===== config.mk =====
export PLATFORM = sky130hd
export DESIGN_NAME = pixel_layer_arbiter
export DESIGN_NICKNAME = d
export VERILOG_FILES = /design/src/rtl/pixel_layer_arbiter_pkg.sv /design/src/rtl/pixel_layer_arbiter_prio.sv /design/src/rtl/pixel_layer_arbiter.sv
export SDC_FILE = /design/constraint.sdc
export NUM_CORES = 1
export LEC_CHECK = 0
export ABC_CLOCK_PERIOD_IN_PS = 2120
export CAP_MARGIN = 15
export CELL_PAD_IN_SITES_DETAIL_PLACEMENT = 0
export CELL_PAD_IN_SITES_GLOBAL_PLACEMENT = 1
export CORE_MARGIN = 1
export CORE_UTILIZATION = 31
export CTS_CLUSTER_DIAMETER = 200
export CTS_CLUSTER_SIZE = 10
export DETAILED_ROUTE_END_ITERATION = 7
export MAX_ROUTING_LAYER = met4
export PLACE_DENSITY_LB_ADDON = 0.1
export SLEW_MARGIN = 20
export SYNTH_ARGS = -nofsm -noshare
export SYNTH_HDL_FRONTEND = slang
export SYNTH_SLANG_ARGS = --single-unit
export TNS_END_PERCENT = 20

===== constraint.sdc =====
create_clock -name Clk -period 2.12 [get_ports Clk]
set_input_delay 0.212 -clock Clk [delete_from_list [all_inputs] [get_ports Clk]]
set_output_delay 0.212 -clock Clk [all_outputs]
set_load 0.1 [all_outputs]

===== src/rtl/pixel_layer_arbiter_pkg.sv =====
// Shared types and constants for the pixel layer arbiter.
package pixel_layer_arbiter_pkg;

  typedef enum logic [1:0] {
    MODE_RUN   = 2'd0,
    MODE_FLASH = 2'd1,
    MODE_DARK  = 2'd2
  } mode_t;

  typedef struct packed {
    logic [7:0] r;
    logic [7:0] g;
    logic [7:0] b;
  } rgb24_t;

  localparam logic [7:0] BG_R = 8'hFF;
  localparam logic [7:0] BG_G = 8'hFF;
  localparam logic [7:0] BG_B = 8'h7F;

endpackage


===== src/rtl/pixel_layer_arbiter_prio.sv =====
// layer_priority_enc: lowest-index set bit wins; valid flags any hit.
module layer_priority_enc
  import pixel_layer_arbiter_pkg::*;
#(
  parameter int NUM_LAYERS = 4,
  parameter int IDX_W      = (NUM_LAYERS > 1) ? $clog2(NUM_LAYERS) : 1
) (
  input  logic [NUM_LAYERS-1:0] hit,
  output logic [IDX_W-1:0]      idx,
  output logic                  valid
);

  always_comb begin
    idx   = '0;
    valid = 1'b0;
    for (int unsigned i = NUM_LAYERS; i > 0; i--) begin
      if (hit[i-1]) begin
        idx   = IDX_W'(i - 1);
        valid = 1'b1;
      end
    end
  end

endmodule


===== src/rtl/pixel_layer_arbiter.sv =====
// Two-stage sprite layer arbiter with RUN/FLASH/DARK frame modes.
// Define GRADIENT_BG_EN for a DrawX-dependent blue background gradient.
module pixel_layer_arbiter
  import pixel_layer_arbiter_pkg::*;
#(
  parameter int NUM_LAYERS   = 4,
  parameter int FLASH_FRAMES = 8
) (
  input  logic                     Clk,
  input  logic                     Reset,
  input  logic                     frame_start,
  input  logic [9:0]               DrawX,
  input  logic [9:0]               DrawY,
  input  logic [NUM_LAYERS-1:0]    layer_hit,
  input  logic [NUM_LAYERS*24-1:0] layer_color,
  input  logic                     game_over,
  input  logic                     restart,
  output logic [7:0]               VGA_R,
  output logic [7:0]               VGA_G,
  output logic [7:0]               VGA_B,
  output logic [1:0]               mode
);

  localparam int IDX_W = (NUM_LAYERS > 1) ? $clog2(NUM_LAYERS) : 1;
  localparam int CNT_W = $clog2(FLASH_FRAMES) + 1;
  localparam logic [CNT_W-1:0] LAST_FRAME = CNT_W'(FLASH_FRAMES - 1);

  mode_t            state;
  logic [CNT_W-1:0] frame_cnt;
  logic             phase;
  logic             pending;

  logic [IDX_W-1:0] win_idx;
  logic             win_valid;
  rgb24_t           win_color;

  logic             s1_live;
  logic             s1_valid;
  logic [IDX_W-1:0] s1_idx;
  rgb24_t           s1_color;
  logic [7:0]       bg_b;
  logic [23:0]      base_c;
  logic [23:0]      out_c;
  logic             unused_coord;

  layer_priority_enc #(
    .NUM_LAYERS(NUM_LAYERS),
    .IDX_W     (IDX_W)
  ) u_prio (
    .hit  (layer_hit),
    .idx  (win_idx),
    .valid(win_valid)
  );

  assign win_color = layer_color[24*win_idx +: 24];
  assign mode      = state;

  always_ff @(posedge Clk or negedge Reset) begin
    if (!Reset) begin
      state     <= MODE_RUN;
      frame_cnt <= '0;
      phase     <= 1'b0;
      pending   <= 1'b0;
    end else if (frame_start) begin
      if (restart || pending) begin
        state     <= MODE_RUN;
        frame_cnt <= '0;
        phase     <= 1'b0;
        pending   <= 1'b0;
      end else begin
        case (state)
          MODE_RUN: if (game_over) begin
            state     <= MODE_FLASH;
            frame_cnt <= '0;
            phase     <= 1'b1;
          end
          MODE_FLASH: if (frame_cnt == LAST_FRAME) begin
            state <= MODE_DARK;
          end else begin
            frame_cnt <= frame_cnt + 1'b1;
            phase     <= ~phase;
          end
          default: ;
        endcase
      end
    end else if (restart) begin
      pending <= 1'b1;
    end
  end

  // s1_live marks stage 1 as holding a real pixel, so output stays black until refilled
  always_ff @(posedge Clk or negedge Reset) begin
    if (!Reset) begin
      s1_live  <= 1'b0;
      s1_valid <= 1'b0;
      s1_idx   <= '0;
      s1_color <= '0;
    end else begin
      s1_live  <= 1'b1;
      s1_valid <= win_valid;
      s1_idx   <= win_idx;
      s1_color <= win_color;
    end
  end

`ifdef GRADIENT_BG_EN
  logic [6:0] s1_x;

  always_ff @(posedge Clk or negedge Reset) begin
    if (!Reset) s1_x <= '0;
    else        s1_x <= DrawX[9:3];
  end

  assign bg_b         = BG_B - {1'b0, s1_x};
  assign unused_coord = ^{DrawY, DrawX[2:0]};
`else
  assign bg_b         = BG_B;
  assign unused_coord = ^{DrawY, DrawX};
`endif

  always_comb begin
    base_c = s1_valid ? s1_color : {BG_R, BG_G, bg_b};
    out_c  = base_c;
    case (state)
      MODE_FLASH: if (phase) out_c = ~base_c;
      MODE_DARK:  if (!(s1_valid && s1_idx == '0)) out_c = '0;
      default: ;
    endcase
  end

  always_ff @(posedge Clk or negedge Reset) begin
    if (!Reset) begin
      {VGA_R, VGA_G, VGA_B} <= '0;
    end else begin
      {VGA_R, VGA_G, VGA_B} <= s1_live ? out_c : '0;
    end
  end

endmodule


======== Word level (Yosys, flattened, before mapping) ========
Index checks and enable logic that the tools add are counted.
storage, ports and cells
  register bits ........................... 60
  bits in latches ......................... 0
  memory bits (writable) .................. 0
  memory bits (read-only) ................. 0
  input port bits ......................... 125
  output and inout port bits .............. 26
  logic and storage cells ................. 62
  memories ................................ 0
cells by class
  add/sub/neg operators ................... 1
  $mul .................................... 1
  divide/modulo/power cells ............... 0
  order comparisons ....................... 0
  equal/unequal tests ..................... 7
  shift-type cells ........................ 1
  muxes and demuxes ....................... 28
  bitwise logic cells ..................... 2
  reductions and logical operators ........ 9
operators by type and width
  kind                                                                count
  24-bit 2-to-1 mux                                                   4
  96-bit by 8-bit indexed part select with 24-bit output              1
  24-bit case mux with 2 select lines                                 1
  24-bit NOT                                                          1
  2-bit 2-to-1 mux                                                    7
  4-bit 2-to-1 mux                                                    3
  1-bit 2-to-1 mux                                                    10
  3-bit != test (second input constant)                               3
  4-bit case mux with 2 select lines                                  1
  4-bit AND reduction                                                 2
  4-bit by 1-bit adder with 4-bit output (second input constant)      1
  4-bit by 3-bit == test with 1-bit output (second input constant)    1
  2-bit zero test                                                     2
  2-bit by 2-bit multiplier with 4-bit output (first input constant)  1
  2-bit case mux with 2 select lines                                  1
  3-bit nonzero test                                                  1
  2-bit by 1-bit == test with 1-bit output (second input constant)    1
  2-bit == test (second input constant)                               1
  2-bit by 1-bit != test with 1-bit output (second input constant)    1
  1-bit case mux with 2 select lines                                  1
  2-bit AND reduction                                                 1
  2-bit nonzero test                                                  1
  1-bit logical AND                                                   1
  1-bit logical OR                                                    1
  1-bit NOT                                                           1

======== Logic depth before layout (Yosys ltp) ========
Gate-level depths: netlist of the first run.
  depth in word-level cells ............... 6
  mapped depth ............................ 7
  mapped depth without buffers ............ 5

======== Cells and area by module ========
Synthesis of the first run repeated with hierarchy kept, for this count alone.
second synthesis, totals
  cells, all modules ...................... 232
  area total of the unflattened synthesis .. 3,050.4 um^2
modules (own cells, without submodules)
  module               times used  cells each  area each (um^2)
  pixel_layer_arbiter  1           225         3,015.4
  layer_priority_enc   1           7           35.0

======== Least setup slack after synthesis of the first run ========
Ideal clock, no wire load.
  path kind ............................... flip-flop to flip-flop
  start ................................... reg state[1] (netlist: mode[1])
  end ..................................... reg VGA_B[2]
  setup time .............................. 0.138 ns
  arrival ................................. 2.218 ns
  data required time ...................... 1.982 ns
  path slack .............................. -0.236 ns
  stages on the path, launching flop included .. 7
  buffers on the path ..................... 1
  path through ............................ dfrtp_1 -> inv_1 -> ha_1 -> nor2b_1 -> a311oi_2 -> buf_2 -> a211oi_1
between the ends
  cells in the longest elaborated chain, start to end .. 3
  elaborated cells on any way between the ends .. 4
  classes of those cells .................. eq/ne: 2; mux: 2
ends and longest elaborated chain
  what                                                                       RTL line                    source
  start: declaration                                                         pixel_layer_arbiter.sv:28   mode_t state;
  start signal: assignment                                                   pixel_layer_arbiter.sv:60   state <= MODE_RUN;
  start signal: assignment                                                   pixel_layer_arbiter.sv:66   state <= MODE_RUN;
  start signal: assignment                                                   pixel_layer_arbiter.sv:73   state <= MODE_FLASH;
  2-bit == test or 2-bit by 1-bit == test with 1-bit output (tied branches)  pixel_layer_arbiter.sv:124  case (state)
  24-bit case mux with 2 select lines (*)                                    pixel_layer_arbiter.sv:124
  24-bit 2-to-1 mux (*)                                                      pixel_layer_arbiter.sv:135  {VGA_R, VGA_G, VGA_B} <= s1_live ? out_c : '0;
  end signal: assignment                                                     pixel_layer_arbiter.sv:135
  end: declaration                                                           pixel_layer_arbiter.sv:20   output logic [7:0] VGA_B,
Every way passes the cells marked *; elsewhere a longest branch is shown, timed or not.
A chain may end at the register's enable or synchronous reset.

======== Final worst setup path of the first run ========
  start ................................... reg state[1] (netlist: mode[1])
  end ..................................... reg VGA_B[7]
The elaborated chain is that of the path after synthesis.

==> flow_metrics.env, run 1 <==
export IMPL_run_status="completed"
export IMPL_synth_cells=229
export IMPL_synth_warnings=0
export IMPL_final_common_cell="sky130_fd_sc_hd__clkdlybuf4s50_1"
export IMPL_port_buffers=130
export IMPL_finalWeightedCongestion=0.7447
export IMPL_chipWidth_um=100.7
export IMPL_synth_edff_count=0
export IMPL_cp_data_arrival_time_ns=1.96
export IMPL_synth_cell_type_count=39
export IMPL_fp_coreArea_um2=9328
export IMPL_mappedNetlistNets=358
export IMPL_critical_path_cell_chain="inv_1, ha_1, nor2b_1, a311oi_4, buf_4, a311oi_1"
export IMPL_final_max_slew_violation_count=0
export IMPL_pwr_density_cell_nw_per_um2=795.1
export IMPL_max_slew_worst_pin_slew_ns=0.7140
export IMPL_critPathMaxStageDelay_ns=0.43
export IMPL_yosys_register_bits=60
export IMPL_hp_class="primary input to asynchronous set/reset pin"
export IMPL_worst_path_fanout_max=24
export IMPL_cts_max_path_buffers=2
export IMPL_fin_worst_skew_ns=0.005197
export IMPL_crit_path_start_kind="flop"
export IMPL_report_final_setup_viol=0
export IMPL_synth_largest_area_cell="sky130_fd_sc_hd__dfrtp_1"
export IMPL_finalWorstPathRequiredPeriod_ns=1.732
export IMPL_cp_data_required_time_ns=2.35
export IMPL_grtUsageTotal_pct=14.82
export IMPL_grt_first_pass_wirelength_mm=11.14
export IMPL_ranking_of_synthesized_cells_by_area="sky130_fd_sc_hd__dfrtp_1, sky130_fd_sc_hd__mux4_1, sky130_fd_sc_hd__a211oi_1, sky130_fd_sc_hd__mux4_2, sky130_fd_sc_hd__nand2b_1"
export IMPL_yosysSeqAreaShare_pct=49.73
export IMPL_hpwl_mm=5.364
export IMPL_timing_max_slew_rel_slack_pct=52.35
export IMPL_finalHoldViolCount=0
export IMPL_synth_top_area_share_pct=49.73
export IMPL_syn_avg_cell_area_um2=13.18
export IMPL_root_buffer="sky130_fd_sc_hd__clkbuf_8"
export IMPL_synthArstFlopShare_pct=100.0
export IMPL_number_of_antenna_violations_at_the_first_check_in_global_routing=0
export IMPL_grt_setup_unrepaired="no"
export IMPL_cts_made_buffers=9
export IMPL_fin_area_um2=4698
export IMPL_synth_cell_area_um2=3019
export IMPL_setup_total_negative_slack_ns=0
export IMPL_critical_path_cell_with_the_highest_stage_delay="sky130_fd_sc_hd__dfrtp_2"
export IMPL_p_leak_nw=1.992
export IMPL_worst_r2r_startpoint="mode[1]"
export IMPL_crit_type="flop to flop"
export IMPL_timing_final_crit_share_pct=81.69
export IMPL_globalRouteOverflowTotal=0
export IMPL_finish_net_count=498
export IMPL_maximum_number_of_pins_on_one_net_before_global_route_repair=26
export IMPL_area_growth_pct=55.62
export IMPL_postRouteAntennaNets=0
export IMPL_drt_drc_violations_left=0
export IMPL_floorplan_io_pins=151
export IMPL_core_rowCount=35
export IMPL_routed_len_inst_um=13.48
export IMPL_worstRegToRegCells=6
export IMPL_post_drt_via_cell_ratio=4.507
export IMPL_die_y_um=100.7
export IMPL_worstSetupEndpointType="flop"
export IMPL_detailed_place_area_um2=4439
export IMPL_drtPass1Iterations=4
export IMPL_route_final_wire_length_mm=6.781
export IMPL_clk_pin_slew_worst_paths_ns=0.07
export IMPL_tritoncts_num_sinks=60
export IMPL_detail_route_iter0_violations=82
export IMPL_cap_violations=0
export IMPL_initial_core_util_pct=32.37
export IMPL_antenna_cells=0
export IMPL_vdd_drop_max_mv=0.3560
export IMPL_achievable_frequency_ghz=0.5774
export IMPL_drive_gt1_share_pct=18.45
export IMPL_clk_latency_ns=0.32
export IMPL_detailroute_via_count=2267
export IMPL_die_area_um2=10140
export IMPL_grt_pass1_vias=2319
export IMPL_worstSetupStartpoint="mode[1]"
export IMPL_htree_levels=3
export IMPL_clock_tree_from_tritoncts="done"
export IMPL_final_cell_mix="sky130_fd_sc_hd__clkdlybuf4s50_1, sky130_fd_sc_hd__dfrtp_1, sky130_fd_sc_hd__buf_4, sky130_fd_sc_hd__nor2_1, sky130_fd_sc_hd__nand2b_1"
export IMPL_synth_flop_cell="sky130_fd_sc_hd__dfrtp_1"
-- worst paths after layout --
check / end / slack [ns]
max: VGA_B[7] / 0.39
min: frame_cnt[3] / 0.37
max reg2reg: VGA_B[7] / 0.39
min reg2reg: VGA_B[7] / 0.47
max in group asynchronous: mode[1] / 1.08
min in group Clk: VGA_B[7] / 0.47
-- layer usage --
layer,wire (µm),track usage [%]
met5,0,-
met4,90,6.355
met3,347,2.982
met2,3260,21.71
met1,3083,20.05
-- final cells by class --
type	instances	area [µm²]
clock buffers	10	137.6
clock inverters	6	111.4
fillers	852	4629
inverters	10	37.54
multi-input cells	145	1403
flip-flops and latches	60	1504
well taps	129	161.4
repair buffers	143	1344
-- stage by stage --
stage                     total power, mW  std cells  setup WS, ns  hold WS [ns]  util (%)
after detailed placement            2.513        486        0.1624        0.2010     47.59
after global placement              2.505        486        0.1827        0.1955     47.59
after floorplan                     2.100        229       0.07953      -0.08359         -
final                               3.736        503        0.3882        0.3740     50.37
after global routing                3.923        503        0.2317        0.4081     50.37
after CTS                           3.792        503        0.3717        0.3858     50.37
-- synthesized netlist by cell type, drive strengths merged, types with 3 or more instances --
cell and count:
a211oi 23, a21oi 4, buf 9, clkbuf 5
dfrtp 60, ha 4, inv 10, mux4 24
nand2 4, nand2b 25, nand3 4, nor2 28
nor3 3, o211ai 3
-- repair_timing --
action / 4_1_cts / 5_1_grt
buffers inserted: 0 / 0
resized for setup: 0 / 0
hold buffers: 1 / 0
endpoints found under the hold margin: 19 / 0
-- cell families after synthesis --
| logic type | share of synthesized area (%) |
|---|---|
| fa+ha+maj | 1.658 |
| compound gates | 10.19 |
| flops | 49.73 |
| buf+inv | 4.392 |
| simple gates | 13.22 |
| other cells | 0.1242 |
| mux | 20.68 |
-- flip-flops by register name (all words and copies together) (netlist names), 2 cells and up --
| name | flops |
|---|---|
| VGA_B | 8 |
| VGA_G | 8 |
| VGA_R | 8 |
| frame_cnt | 4 |
| mode | 2 |
| s1_color | 24 |
| s1_idx | 2 |
-- report_power, final --
group | total [mW] | internal [mW] | switching [mW]
Clock | 1.26 | 0.813 | 0.443
Sequential | 1.30 | 1.26 | 0.0396
Combinational | 1.18 | 0.444 | 0.732
-- critical path, delay by kind of cell (launching register included) --
kind / cells / cell delay (ns)
flip-flops: 1 / 0.43
AND/OR/NAND/NOR: 1 / 0.29
AO/OA/AOI/OAI: 2 / 0.34
buffers and inverters: 2 / 0.33
adder cells (fa/ha/maj): 1 / 0.25
Note: power is estimated with default switching activity, not from simulation.
==> run 2: changes to the inputs <==
- ABC_CLOCK_PERIOD_IN_PS: 2120 -> 1800
- clock period: 2.12 -> 1.8 ns (I/O delays scaled with it)
==> flow_metrics.env, run 2 (synthesis results as in run 1) <==
export IMPL_die_area_um2=10140
export IMPL_postRouteAntennaNets=0
export IMPL_sw_frac_of_total_pct=34.37
export IMPL_cts_made_buffers=9
export IMPL_holdWs_ns=0.3909
export IMPL_routed_len_inst_um=13.49
export IMPL_worstRegToRegCells=6
export IMPL_clk_latency_ns=0.33
export IMPL_nFillCells=857
export IMPL_dp_worst_setup_slack_ns=-0.1132
export IMPL_detailroute_via_count=2343
export IMPL_final_cell_mix="sky130_fd_sc_hd__clkdlybuf4s50_1, sky130_fd_sc_hd__dfrtp_1, sky130_fd_sc_hd__buf_4, sky130_fd_sc_hd__nor2_1, sky130_fd_sc_hd__nand2b_1"
export IMPL_antenna_cells=0
export IMPL_flip_flop_count_of_the_largest_register_after_layout=24
export IMPL_finalCoreUtilization_pct=51.03
export IMPL_final_common_cell="sky130_fd_sc_hd__clkdlybuf4s50_1"
export IMPL_cp_data_arrival_time_ns=1.92
export IMPL_p_clk_share_pct=28.1
export IMPL_number_of_antenna_violations_at_the_first_check_in_global_routing=0
export IMPL_finalWorstPathRequiredPeriod_ns=1.685
export IMPL_finalWorstSetupSlack_ns=0.1150
export IMPL_port_buffers=130
export IMPL_core_rowCount=35
export IMPL_fin_worst_skew_ns=0.006698
export IMPL_largest_register="s1_color"
export IMPL_finish_net_count=505
export IMPL_post_drt_via_cell_ratio=4.603
export IMPL_root_buffer="sky130_fd_sc_hd__clkbuf_8"
export IMPL_internal_power_component_mw=2.719
export IMPL_crit_path_start_kind="flop"
export IMPL_drtPass1Iterations=4
export IMPL_switchingPower_mw=1.424
export IMPL_fp_coreArea_um2=9328
export IMPL_p_leak_nw=2.014
export IMPL_tritoncts_num_sinks=60
export IMPL_initial_core_util_pct=32.37
export IMPL_route_final_wire_length_mm=6.866
export IMPL_achievable_frequency_ghz=0.5935
export IMPL_detailed_place_area_um2=4539
export IMPL_area_growth_pct=57.65
export IMPL_hp_class="primary input to asynchronous set/reset pin"
export IMPL_hpwl_mm=5.316
export IMPL_grt_pass1_vias=2301
export IMPL_drt_drc_violations_left=0
export IMPL_fin_area_um2=4760
export IMPL_grt_first_pass_wirelength_mm=11.27
export IMPL_detail_route_iter0_violations=97
export IMPL_die_y_um=100.7
export IMPL_htree_levels=3
export IMPL_globalRouteOverflowTotal=0
export IMPL_vdd_drop_max_mv=0.3267
export IMPL_cp_data_required_time_ns=2.04
export IMPL_floorplan_io_pins=151
export IMPL_clock_tree_from_tritoncts="done"
export IMPL_pwr_density_cell_nw_per_um2=870.4
export IMPL_crit_type="flop to flop"
export IMPL_chipWidth_um=100.7
export IMPL_worst_path_fanout_max=6
export IMPL_maximum_number_of_pins_on_one_net_before_global_route_repair=61
export IMPL_clk_pin_slew_worst_paths_ns=0.07
export IMPL_final_max_slew_violation_count=0
export IMPL_cts_max_path_buffers=2
export IMPL_finalWeightedCongestion=0.7730
export IMPL_cap_violations=0
export IMPL_report_final_setup_viol=0
export IMPL_pwr_share_comb_pct=34.7
export IMPL_run_status="completed"
export IMPL_grtUsageTotal_pct=14.93
export IMPL_pwr_share_seq_pct=37.3
export IMPL_timing_final_crit_share_pct=93.61
export IMPL_drive_gt1_share_pct=21.32
export IMPL_worstSetupEndpointType="flop"
export IMPL_finalHoldViolCount=0
-- run 2: cell count changes in the layout (fill, tap and decap cells not counted), moves of 2 or more --
cell | before | now
sky130_fd_sc_hd__buf_12 | 1 | 5
sky130_fd_sc_hd__buf_4 | 37 | 40
sky130_fd_sc_hd__bufinv_16 | 3 | 1
sky130_fd_sc_hd__clkinv_2 | 1 | 3
sky130_fd_sc_hd__dfrtp_2 | 2 | 0
sky130_fd_sc_hd__dfrtp_4 | 0 | 2
sky130_fd_sc_hd__ha_1 | 4 | 2
sky130_fd_sc_hd__ha_2 | 0 | 2
-- run 2: stage by stage --
stage | TNS [ns] | power (mW) | std cells
final | 0 | 4.143 | 509
after global routing | -0.02008 | 4.370 | 509
after CTS | 0 | 4.181 | 508
after detailed placement | -1.484 | 3.002 | 492
after global placement | -1.324 | 2.988 | 492
after floorplan | -0.4434 | 2.492 | 229
-- run 2: worst paths after layout --
check                             from           end  slack (ns)
max                            mode[0]       mode[1]        0.11
min                              Reset  frame_cnt[3]        0.39
max reg2reg                    mode[0]       mode[1]        0.11
min reg2reg                s1_color[7]      VGA_B[7]        0.47
max in group asynchronous        Reset       mode[1]        1.14
min in group Clk           s1_color[7]      VGA_B[7]        0.47
-- run 2: what timing repair did --
| action | CTS | global route |
|---|---|---|
| setup buffers | 0 | 1 |
| resized for setup | 0 | 5 |
| hold buffers | 1 | 0 |
| endpoints found under the setup margin | 0 | 20 |
| endpoints found under the hold margin | 60 | 0 |
-- run 2: power groups by stage --
| stage | registers [mW] | clock network (mW) | logic (mW) |
|---|---|---|---|
| 3_5_place_dp | 1.57 | 0 | 1.43 |
| 2_1_floorplan | 2.09 | 0 | 0.403 |
| 4_1_cts | 1.55 | 1.20 | 1.43 |
| 5_1_grt | 1.56 | 1.28 | 1.53 |
| 3_3_place_gp | 1.57 | 0 | 1.42 |
| 6_report | 1.54 | 1.16 | 1.44 |
-- run 2: critical path, stage by stage, from the launching register on --
cell                       delay, ns
sky130_fd_sc_hd__dfrtp_4        0.49
sky130_fd_sc_hd__inv_1          0.12
sky130_fd_sc_hd__ha_2           0.22
sky130_fd_sc_hd__mux2i_2        0.30
sky130_fd_sc_hd__buf_4          0.19
sky130_fd_sc_hd__a21oi_1        0.08
sky130_fd_sc_hd__o211ai_1       0.19
-- run 2: layer usage --
| metal | track usage [%] | part of all wire [%] |
|---|---|---|
| met1 | 19.70 | 45 |
| met2 | 22.44 | 48 |
| met3 | 3.606 | 5.5 |
| met4 | 5.463 | 1.1 |
| met5 | - | 0 |
-- run 2: cell type report --
| class | instances | area (µm²) | share of cell area [%] |
|---|---|---|---|
| clock inverters | 5 | 52.55 | 1.104 |
| multi-input cells | 145 | 1415 | 29.73 |
| well taps | 129 | 161.4 | 3.391 |
| inverters | 10 | 37.54 | 0.7886 |
| flip-flops and latches | 60 | 1509 | 31.70 |
| repair buffers | 150 | 1446 | 30.39 |
| clock buffers | 10 | 137.6 | 2.892 |
